--- src/rtl/uart_arb_pkg.sv ---
// Shared state encoding and default constants for the UART TX arbiter.
// The optional stall timeout is enabled by defining UART_ARB_TIMEOUT_EN.
package uart_arb_pkg;

  typedef enum logic {
    IDLE = 1'b0,
    XFER = 1'b1
  } arb_state_t;

  localparam int TIMEOUT_CYC_DEF = 1024;

endpackage

--- src/rtl/uart_rr_pick.sv ---
// Round-robin picker: first requester strictly after last_grant, wrapping.
// Purely combinational; last_grant itself is chosen only if it is the sole requester.
module uart_rr_pick #(
  parameter int N_SRC = 4,
  localparam int ID_W = $clog2(N_SRC)
) (
  input  logic [N_SRC-1:0] req,
  input  logic [ID_W-1:0]  last_grant,
  output logic             any,
  output logic [ID_W-1:0]  next_idx
);

  logic [ID_W-1:0] idx;

  // Walk from farthest to nearest so the nearest requester wins.
  always_comb begin
    any      = 1'b0;
    next_idx = '0;
    idx      = '0;
    for (int k = N_SRC; k >= 1; k--) begin
      idx = ID_W'((int'(last_grant) + k) % N_SRC);
      if (req[idx]) begin
        any      = 1'b1;
        next_idx = idx;
      end
    end
  end

endmodule

--- src/rtl/uart_tx_arbiter.sv ---
// Per-packet round-robin arbiter of N AXIS sources onto one UART TX stream.
// Define UART_ARB_TIMEOUT_EN to add the stalled-source timeout and its port.
module uart_tx_arbiter
  import uart_arb_pkg::*;
#(
  parameter int N_SRC       = 4,
  parameter int DATA_W      = 8,
  parameter int TIMEOUT_CYC = TIMEOUT_CYC_DEF,
  localparam int ID_W = $clog2(N_SRC)
) (
  input  logic                    aclk,
  input  logic                    aresetn,
  input  logic [N_SRC*DATA_W-1:0] s_tdata,
  input  logic [N_SRC-1:0]        s_tvalid,
  input  logic [N_SRC-1:0]        s_tlast,
  output logic [N_SRC-1:0]        s_tready,
  output logic [DATA_W-1:0]       m_tdata,
  output logic                    m_tvalid,
  output logic                    m_tlast,
  input  logic                    m_tready,
  output logic [ID_W-1:0]         grant_id,
`ifdef UART_ARB_TIMEOUT_EN
  output logic                    timeout,
`endif
  output logic                    busy
);

  if (N_SRC < 2 || N_SRC > 8) begin : g_bad_n
    $error("uart_tx_arbiter: N_SRC must be 2..8");
  end
  if (TIMEOUT_CYC < 2) begin : g_bad_to
    $error("uart_tx_arbiter: TIMEOUT_CYC must be >= 2");
  end

  arb_state_t      state, state_nx;
  logic [ID_W-1:0] gid_nx;
  logic [ID_W-1:0] last_grant, last_nx;
  logic            any_req;
  logic [ID_W-1:0] pick;
  logic            xfer;

  uart_rr_pick #(
    .N_SRC(N_SRC)
  ) u_pick (
    .req       (s_tvalid),
    .last_grant(last_grant),
    .any       (any_req),
    .next_idx  (pick)
  );

  assign xfer = (state == XFER);
  assign busy = xfer;

  // Data path is a plain mux on the registered grant: no added latency.
  always_comb begin
    m_tdata  = s_tdata[grant_id*DATA_W +: DATA_W];
    m_tvalid = xfer & s_tvalid[grant_id];
    m_tlast  = xfer & s_tlast[grant_id];
    s_tready = '0;
    if (xfer) s_tready[grant_id] = m_tready;
  end

`ifdef UART_ARB_TIMEOUT_EN
  localparam int CNT_W = $clog2(TIMEOUT_CYC);
  logic [CNT_W-1:0] cnt, cnt_nx;
`endif

  always_comb begin
    state_nx = state;
    gid_nx   = grant_id;
    last_nx  = last_grant;
`ifdef UART_ARB_TIMEOUT_EN
    cnt_nx   = '0;
    timeout  = 1'b0;
`endif
    unique case (state)
      IDLE: begin
        if (any_req) begin
          gid_nx   = pick;
          state_nx = XFER;
        end
      end
      XFER: begin
        if (m_tvalid && m_tready && m_tlast) begin
          last_nx  = grant_id;
          state_nx = IDLE;
        end
`ifdef UART_ARB_TIMEOUT_EN
        // Count consecutive cycles the granted source shows no beat.
        if (!m_tvalid) begin
          if (cnt == CNT_W'(TIMEOUT_CYC - 1)) begin
            timeout  = 1'b1;
            last_nx  = grant_id;
            state_nx = IDLE;
          end else begin
            cnt_nx = cnt + 1'b1;
          end
        end
`endif
      end
      default: state_nx = IDLE;
    endcase
  end

  always_ff @(posedge aclk or negedge aresetn) begin
    if (!aresetn) begin
      state      <= IDLE;
      grant_id   <= '0;
      last_grant <= ID_W'(N_SRC - 1);
`ifdef UART_ARB_TIMEOUT_EN
      cnt        <= '0;
`endif
    end else begin
      state      <= state_nx;
      grant_id   <= gid_nx;
      last_grant <= last_nx;
`ifdef UART_ARB_TIMEOUT_EN
      cnt        <= cnt_nx;
`endif
    end
  end

endmodule

--- config.mk ---
export PLATFORM = sky130hd
export DESIGN_NAME = uart_tx_arbiter
export DESIGN_NICKNAME = d
export VERILOG_FILES = /design/src/rtl/uart_arb_pkg.sv /design/src/rtl/uart_rr_pick.sv /design/src/rtl/uart_tx_arbiter.sv
export SDC_FILE = /design/constraint.sdc
export NUM_CORES = 1
export LEC_CHECK = 0
export CORE_ASPECT_RATIO = 0.75
export CORE_MARGIN = 2
export CORE_UTILIZATION = 28
export CTS_CLUSTER_SIZE = 10
export DETAILED_ROUTE_END_ITERATION = 8
export PLACE_DENSITY = 0.9
export SKIP_CTS_REPAIR_TIMING = 1
export SLEW_MARGIN = 20
export SYNTH_ARGS = -nofsm -noshare
export SYNTH_HDL_FRONTEND = slang
export SYNTH_SLANG_ARGS = --single-unit
--- constraint.sdc ---
create_clock -name aclk -period 2.3 [get_ports aclk]
set_input_delay 0.23 -clock aclk [delete_from_list [all_inputs] [get_ports aclk]]
set_output_delay 0.23 -clock aclk [all_outputs]
set_load 0.01 [all_outputs]
### Word-level counts from Yosys, hierarchy flattened

Cells that the tools add are included.

* bits in registers: 5
* output and inout port bits: 17

* add/subtract/negate cells: 4
* $lt $le $gt $ge: 6
* shift operators: 1
* muxes and demuxes: 26
* bitwise logic cells: 4
* reductions and logical operators: 5

Operator list (number)
* 32-bit by 6-bit indexed part select with 8-bit output: 1
* 2-bit by 3-bit less-than comparator with 1-bit output (second input constant): 5
* 1-bit 2-to-1 mux: 13
* 1-bit binary-select mux with 2-bit select: 6
* 2-bit 2-to-1 mux: 4
* 2-bit by 1-bit adder with 2-bit output (second input constant): 2
* 2-bit adder (second input constant): 2
* 4-bit AND: 1
* 4-bit 2-to-1 mux: 1
* 2-bit AND reduction: 2
* 1-bit logical AND: 3
* 1-bit AND: 2
* 1-bit demux with 2-bit select: 1
* 2-bit by 1-bit greater-or-equal comparator with 1-bit output (second input constant): 1
* 1-bit case mux with 2 select lines: 1
* 1-bit NOT: 1

### Longest topological paths before layout

* word-level depth: 9
* depth in mapped cells: 4
* mapped depth without buffers: 4

### Hierarchy

From an unflattened synthesis, not the netlist that was laid out.

* cell total of the unflattened synthesis: 49
* area total of the unflattened synthesis: 619.3 um^2

Modules (own cells, without submodules)
* uart_tx_arbiter: times used 1, cells an instance 35, area each 528.0 um^2, seq. area each 127.6 um^2
* uart_rr_pick: times used 1, cells an instance 14, area each 91.3 um^2, seq. area each 0.0 um^2

### Worst setup path after synthesis

OpenSTA, ideal clock, no wires.

* kind: register -> register
* start: register grant_id[0]
* end: register last_grant[1]
* arrival time: 1.595 ns
* data required time: 2.215 ns
* slack: 0.620 ns
* cell stages (with the launch flop): 5
* path buffers: 0
* period minus slack after synthesis: 1.680 ns
* cells stage by stage: dfrtp_1 > mux4_1 > and2_4 > nand3_2 > mux2_1

* cells in the longest elaborated chain, start to end: 6

Ends and longest elaborated chain
* start, declared: line uart_tx_arbiter.sv:21 `output logic [ID_W-1:0] grant_id,`
* start signal, assigned: line uart_tx_arbiter.sv:115 `grant_id <= gid_nx;`
* 1-bit binary-select mux with 2-bit select: line uart_tx_arbiter.sv:57 `m_tvalid = xfer & s_tvalid[grant_id];`
* 1-bit 2-to-1 mux (not written as such): line uart_tx_arbiter.sv:57
* 1-bit AND: line uart_tx_arbiter.sv:57
* 1-bit logical AND: line uart_tx_arbiter.sv:84 `if (m_tvalid && m_tready && m_tlast) begin`
* 1-bit logical AND (*): line uart_tx_arbiter.sv:84
* 2-bit AND reduction (no source line) (*)
* end signal, assigned: line uart_tx_arbiter.sv:109 `last_grant <= ID_W'(N_SRC - 1);`
* end signal, assigned: line uart_tx_arbiter.sv:116 `last_grant <= last_nx;`
* end, declared: line uart_tx_arbiter.sv:37 `logic [ID_W-1:0] last_grant, last_nx;`

Every way passes the cells marked *; elsewhere a longest branch is shown, timed or not. The select of a mux whose other input is x is not followed.
A chain may end at the register's enable or synchronous reset.

### Worst setup path after layout

* start: input s_tvalid[1]
* end: output m_tvalid

* cells in the longest elaborated chain, start to end: 3

Ends and longest elaborated chain
* start, declared: line uart_tx_arbiter.sv:14 `input logic [N_SRC-1:0] s_tvalid,`
* 1-bit binary-select mux with 2-bit select: line uart_tx_arbiter.sv:57
* 1-bit 2-to-1 mux (not written as such): line uart_tx_arbiter.sv:57
* 1-bit AND: line uart_tx_arbiter.sv:57
* end, declared: line uart_tx_arbiter.sv:18 `output logic m_tvalid,`

No other way between the ends. The select of a mux whose other input is x is not followed.

==> impl_metrics.env <==
export IMPL_final_cell_count_no_fill=139
export IMPL_p_sw_frac=0.374
export IMPL_ys_flop_type="dfrtp_1"
export IMPL_hold_viol=0
export IMPL_hpwlAfterDp_um=2050
export IMPL_dieArea_mm2=0.00240
export IMPL_synth_top_cell_area_share=0.319
export IMPL_io_buffers=59
export IMPL_async_flop_share=1.00
export IMPL_yosys_mux_area_fraction=0.467
export IMPL_cts_tree="yes"
export IMPL_post_route_drc_count=0
export IMPL_cts_made_buffers=3
export IMPL_cts_root_buffer="clkbuf_4"
export IMPL_syn_avg_cell_area_um2=11.3
export IMPL_min_path_type="input port to asynchronous set/reset pin"
export IMPL_io_pins=60
export IMPL_synth_fp_nets=93
export IMPL_grt_pass1_vias=805
export IMPL_synthAdderAreaFrac=0
export IMPL_fin_nets=159
export IMPL_cap_violations=0
export IMPL_clock_latency_ps=260
export IMPL_report_final_slew_viol_count=0
export IMPL_antenna_found_initial=0
export IMPL_initialDrtViolationCount=50
export IMPL_seqPwrFrac=0.189
export IMPL_status="complete, no violations"
export IMPL_firstDrtPassIters=5
export IMPL_dp_cells=133
export IMPL_grt_util_all_layers=0.213
export IMPL_fin_crit_ps=2170
export IMPL_core_area_mm2=0.00196
export IMPL_netlist_instances=50
export IMPL_worst_setup_path_end_kind="output pin"
export IMPL_finalClockSkew_ps=10.8
export IMPL_fp_dieH_um=42.9
export IMPL_htree_levels=1
export IMPL_leakage_nw=0.481
export IMPL_critPathLaunchType="input port"
export IMPL_start_util=0.288
export IMPL_cp_required_ps=2070
export IMPL_synthXorXnorAreaFrac=0
export IMPL_crit_arrival_ps=1940
export IMPL_drive_gt1_frac=0.183
export IMPL_gp_congestion=0.795
export IMPL_synth_top_family_by_area="multiplexers"
export IMPL_ys_ff_latch=5
export IMPL_yosys_warnings=0
export IMPL_powerDensity_mw_per_mm2=1010
export IMPL_synth_edf_count=0
export IMPL_synth_area_leader_cell="mux4_2"
export IMPL_crit_path_max_fanout=5
export IMPL_finalWirelength_um=2460
export IMPL_intPower_mw=0.783
export IMPL_synthToLayoutAreaGrowth_pct=119
export IMPL_die_x_um=55.9
export IMPL_fin_hold_ws_ps=215
export IMPL_grt_pass1_wl_um=3800
export IMPL_route_detailed_wl_per_inst_um=17.7
export IMPL_ir_worst_vdd_mv=0.606
export IMPL_antenna_left=0
export IMPL_grt_overflow_total=0
export IMPL_finalSetupViolations=0
export IMPL_ys_seq_area_frac=0.226
export IMPL_power_frac_clock=0.086
export IMPL_power_switching_mw=0.468
export IMPL_tightest_slew_ps=540
export IMPL_rows=14
export IMPL_synthSimpleGateAreaFrac=0.139
export IMPL_grt_start_max_net_pins=13
export IMPL_final_util=0.631
export IMPL_fmax_ghz=0.461
export IMPL_cts_buffer_depth=2
export IMPL_fin_ws_ps=131
export IMPL_synth_area_top_cells="mux4_2, dfrtp_1, dfstp_2"
export IMPL_path_class="input port to output pin"
export IMPL_synth_compound_area_frac=0.126
export IMPL_ys_types=25
export IMPL_routed_via_density=5.37
export IMPL_worstRegToRegCells=4
export IMPL_synth_commonest_cells="mux4_2, nor2_1"
export IMPL_diodes=0
export IMPL_comb_power_share=0.724
export IMPL_clkSinkCount=5
export IMPL_slew_headroom=0.637
export IMPL_vias=746
export IMPL_path_clk_slew_ps=50
export IMPL_syn_area_um2=566
export IMPL_yosysMostFrequentCell="mux4_2"
export IMPL_place_ws_ps=122
export IMPL_rsz0062_at_grt="false"
export IMPL_fin_crit_sh=0.943
-- metrics by stage --
stage	total power [mW]	area, um^2	TNS [ps]
2_1_floorplan	0.660	566	0
6_report	1.25	1240	0
3_5_place_dp	1.11	1200	0
3_3_place_gp	1.07	1200	0
4_1_cts	1.22	1220	-115
5_1_grt	1.32	1240	0
-- final cells by class --
type / count / area [um^2]
Sequential cell: 5 / 129
Tap cell: 24 / 30.0
Clock buffer: 4 / 26.3
Timing Repair Buffer: 64 / 628
Multi-Input combinational cell: 39 / 414
Inverter: 3 / 11.3
Fill cell: 145 / 723
-- power groups by stage --
stage          combinational, mW  clock [mW]  sequential, mW
2_1_floorplan              0.455           0           0.205
3_3_place_gp               0.832           0           0.240
3_5_place_dp               0.869           0           0.243
4_1_cts                    0.875       0.107           0.243
5_1_grt                    0.965       0.115           0.245
6_report                   0.906       0.108           0.237
-- sequential cells by signal (all words and copies together), names as in the netlist --
register,cells
grant_id,2
last_grant,2
busy,1
-- per-layer routing --
layer  share of wire  track usage  routed length [um]
met5               0            0                   0
met4           0.014       0.0810                  35
met3           0.087       0.0579                 214
met2            0.53        0.393                1290
met1            0.37        0.237                 916
-- worst paths after layout --
check,start,endpoint,slack [ps]
max,s_tvalid[1],m_tvalid,130
min,aresetn,grant_id[1],210
max reg2reg,grant_id[0],last_grant[1],580
min reg2reg,last_grant[0],last_grant[0],540
max in group asynchronous,aresetn,last_grant[1],1800
min in group aclk,last_grant[0],last_grant[0],540
-- kinds of logic (layout without fill, tap and decap cells) --
group	Yosys count	after routing
DFF	5	5
AOI/OAI and AO/OA	11	11
and+or+nand+nor	15	15
buffers and inverters	6	71
muxes	13	13
-- placed cells by master, fill, tap and decap left out, drive strengths merged --
| master | n |
|---|---|
| dfstp | 2 |
| a21oi | 2 |
| buf | 5 |
| mux2i | 2 |
| clkdlybuf4s50 | 59 |
| nor3 | 2 |
| o22ai | 1 |
| mux4 | 10 |
| o21ai | 3 |
| inv | 3 |
| o21a | 1 |
| a21o | 1 |
| nand3 | 2 |
| mux2 | 1 |
| o41a | 1 |
| nand2 | 3 |
| and2 | 3 |
| nor4 | 1 |
| o31ai | 1 |
| dfrtp | 3 |
| a31oi | 1 |
| nor2 | 4 |
| clkbuf | 4 |
-- worst max-delay path: stages --
cell	delay (ps)
clkdlybuf4s50_1	480
mux4_1	570
and2_1	190
clkdlybuf4s50_1	470
No activity file was read; power rests on OpenSTA's default activity.
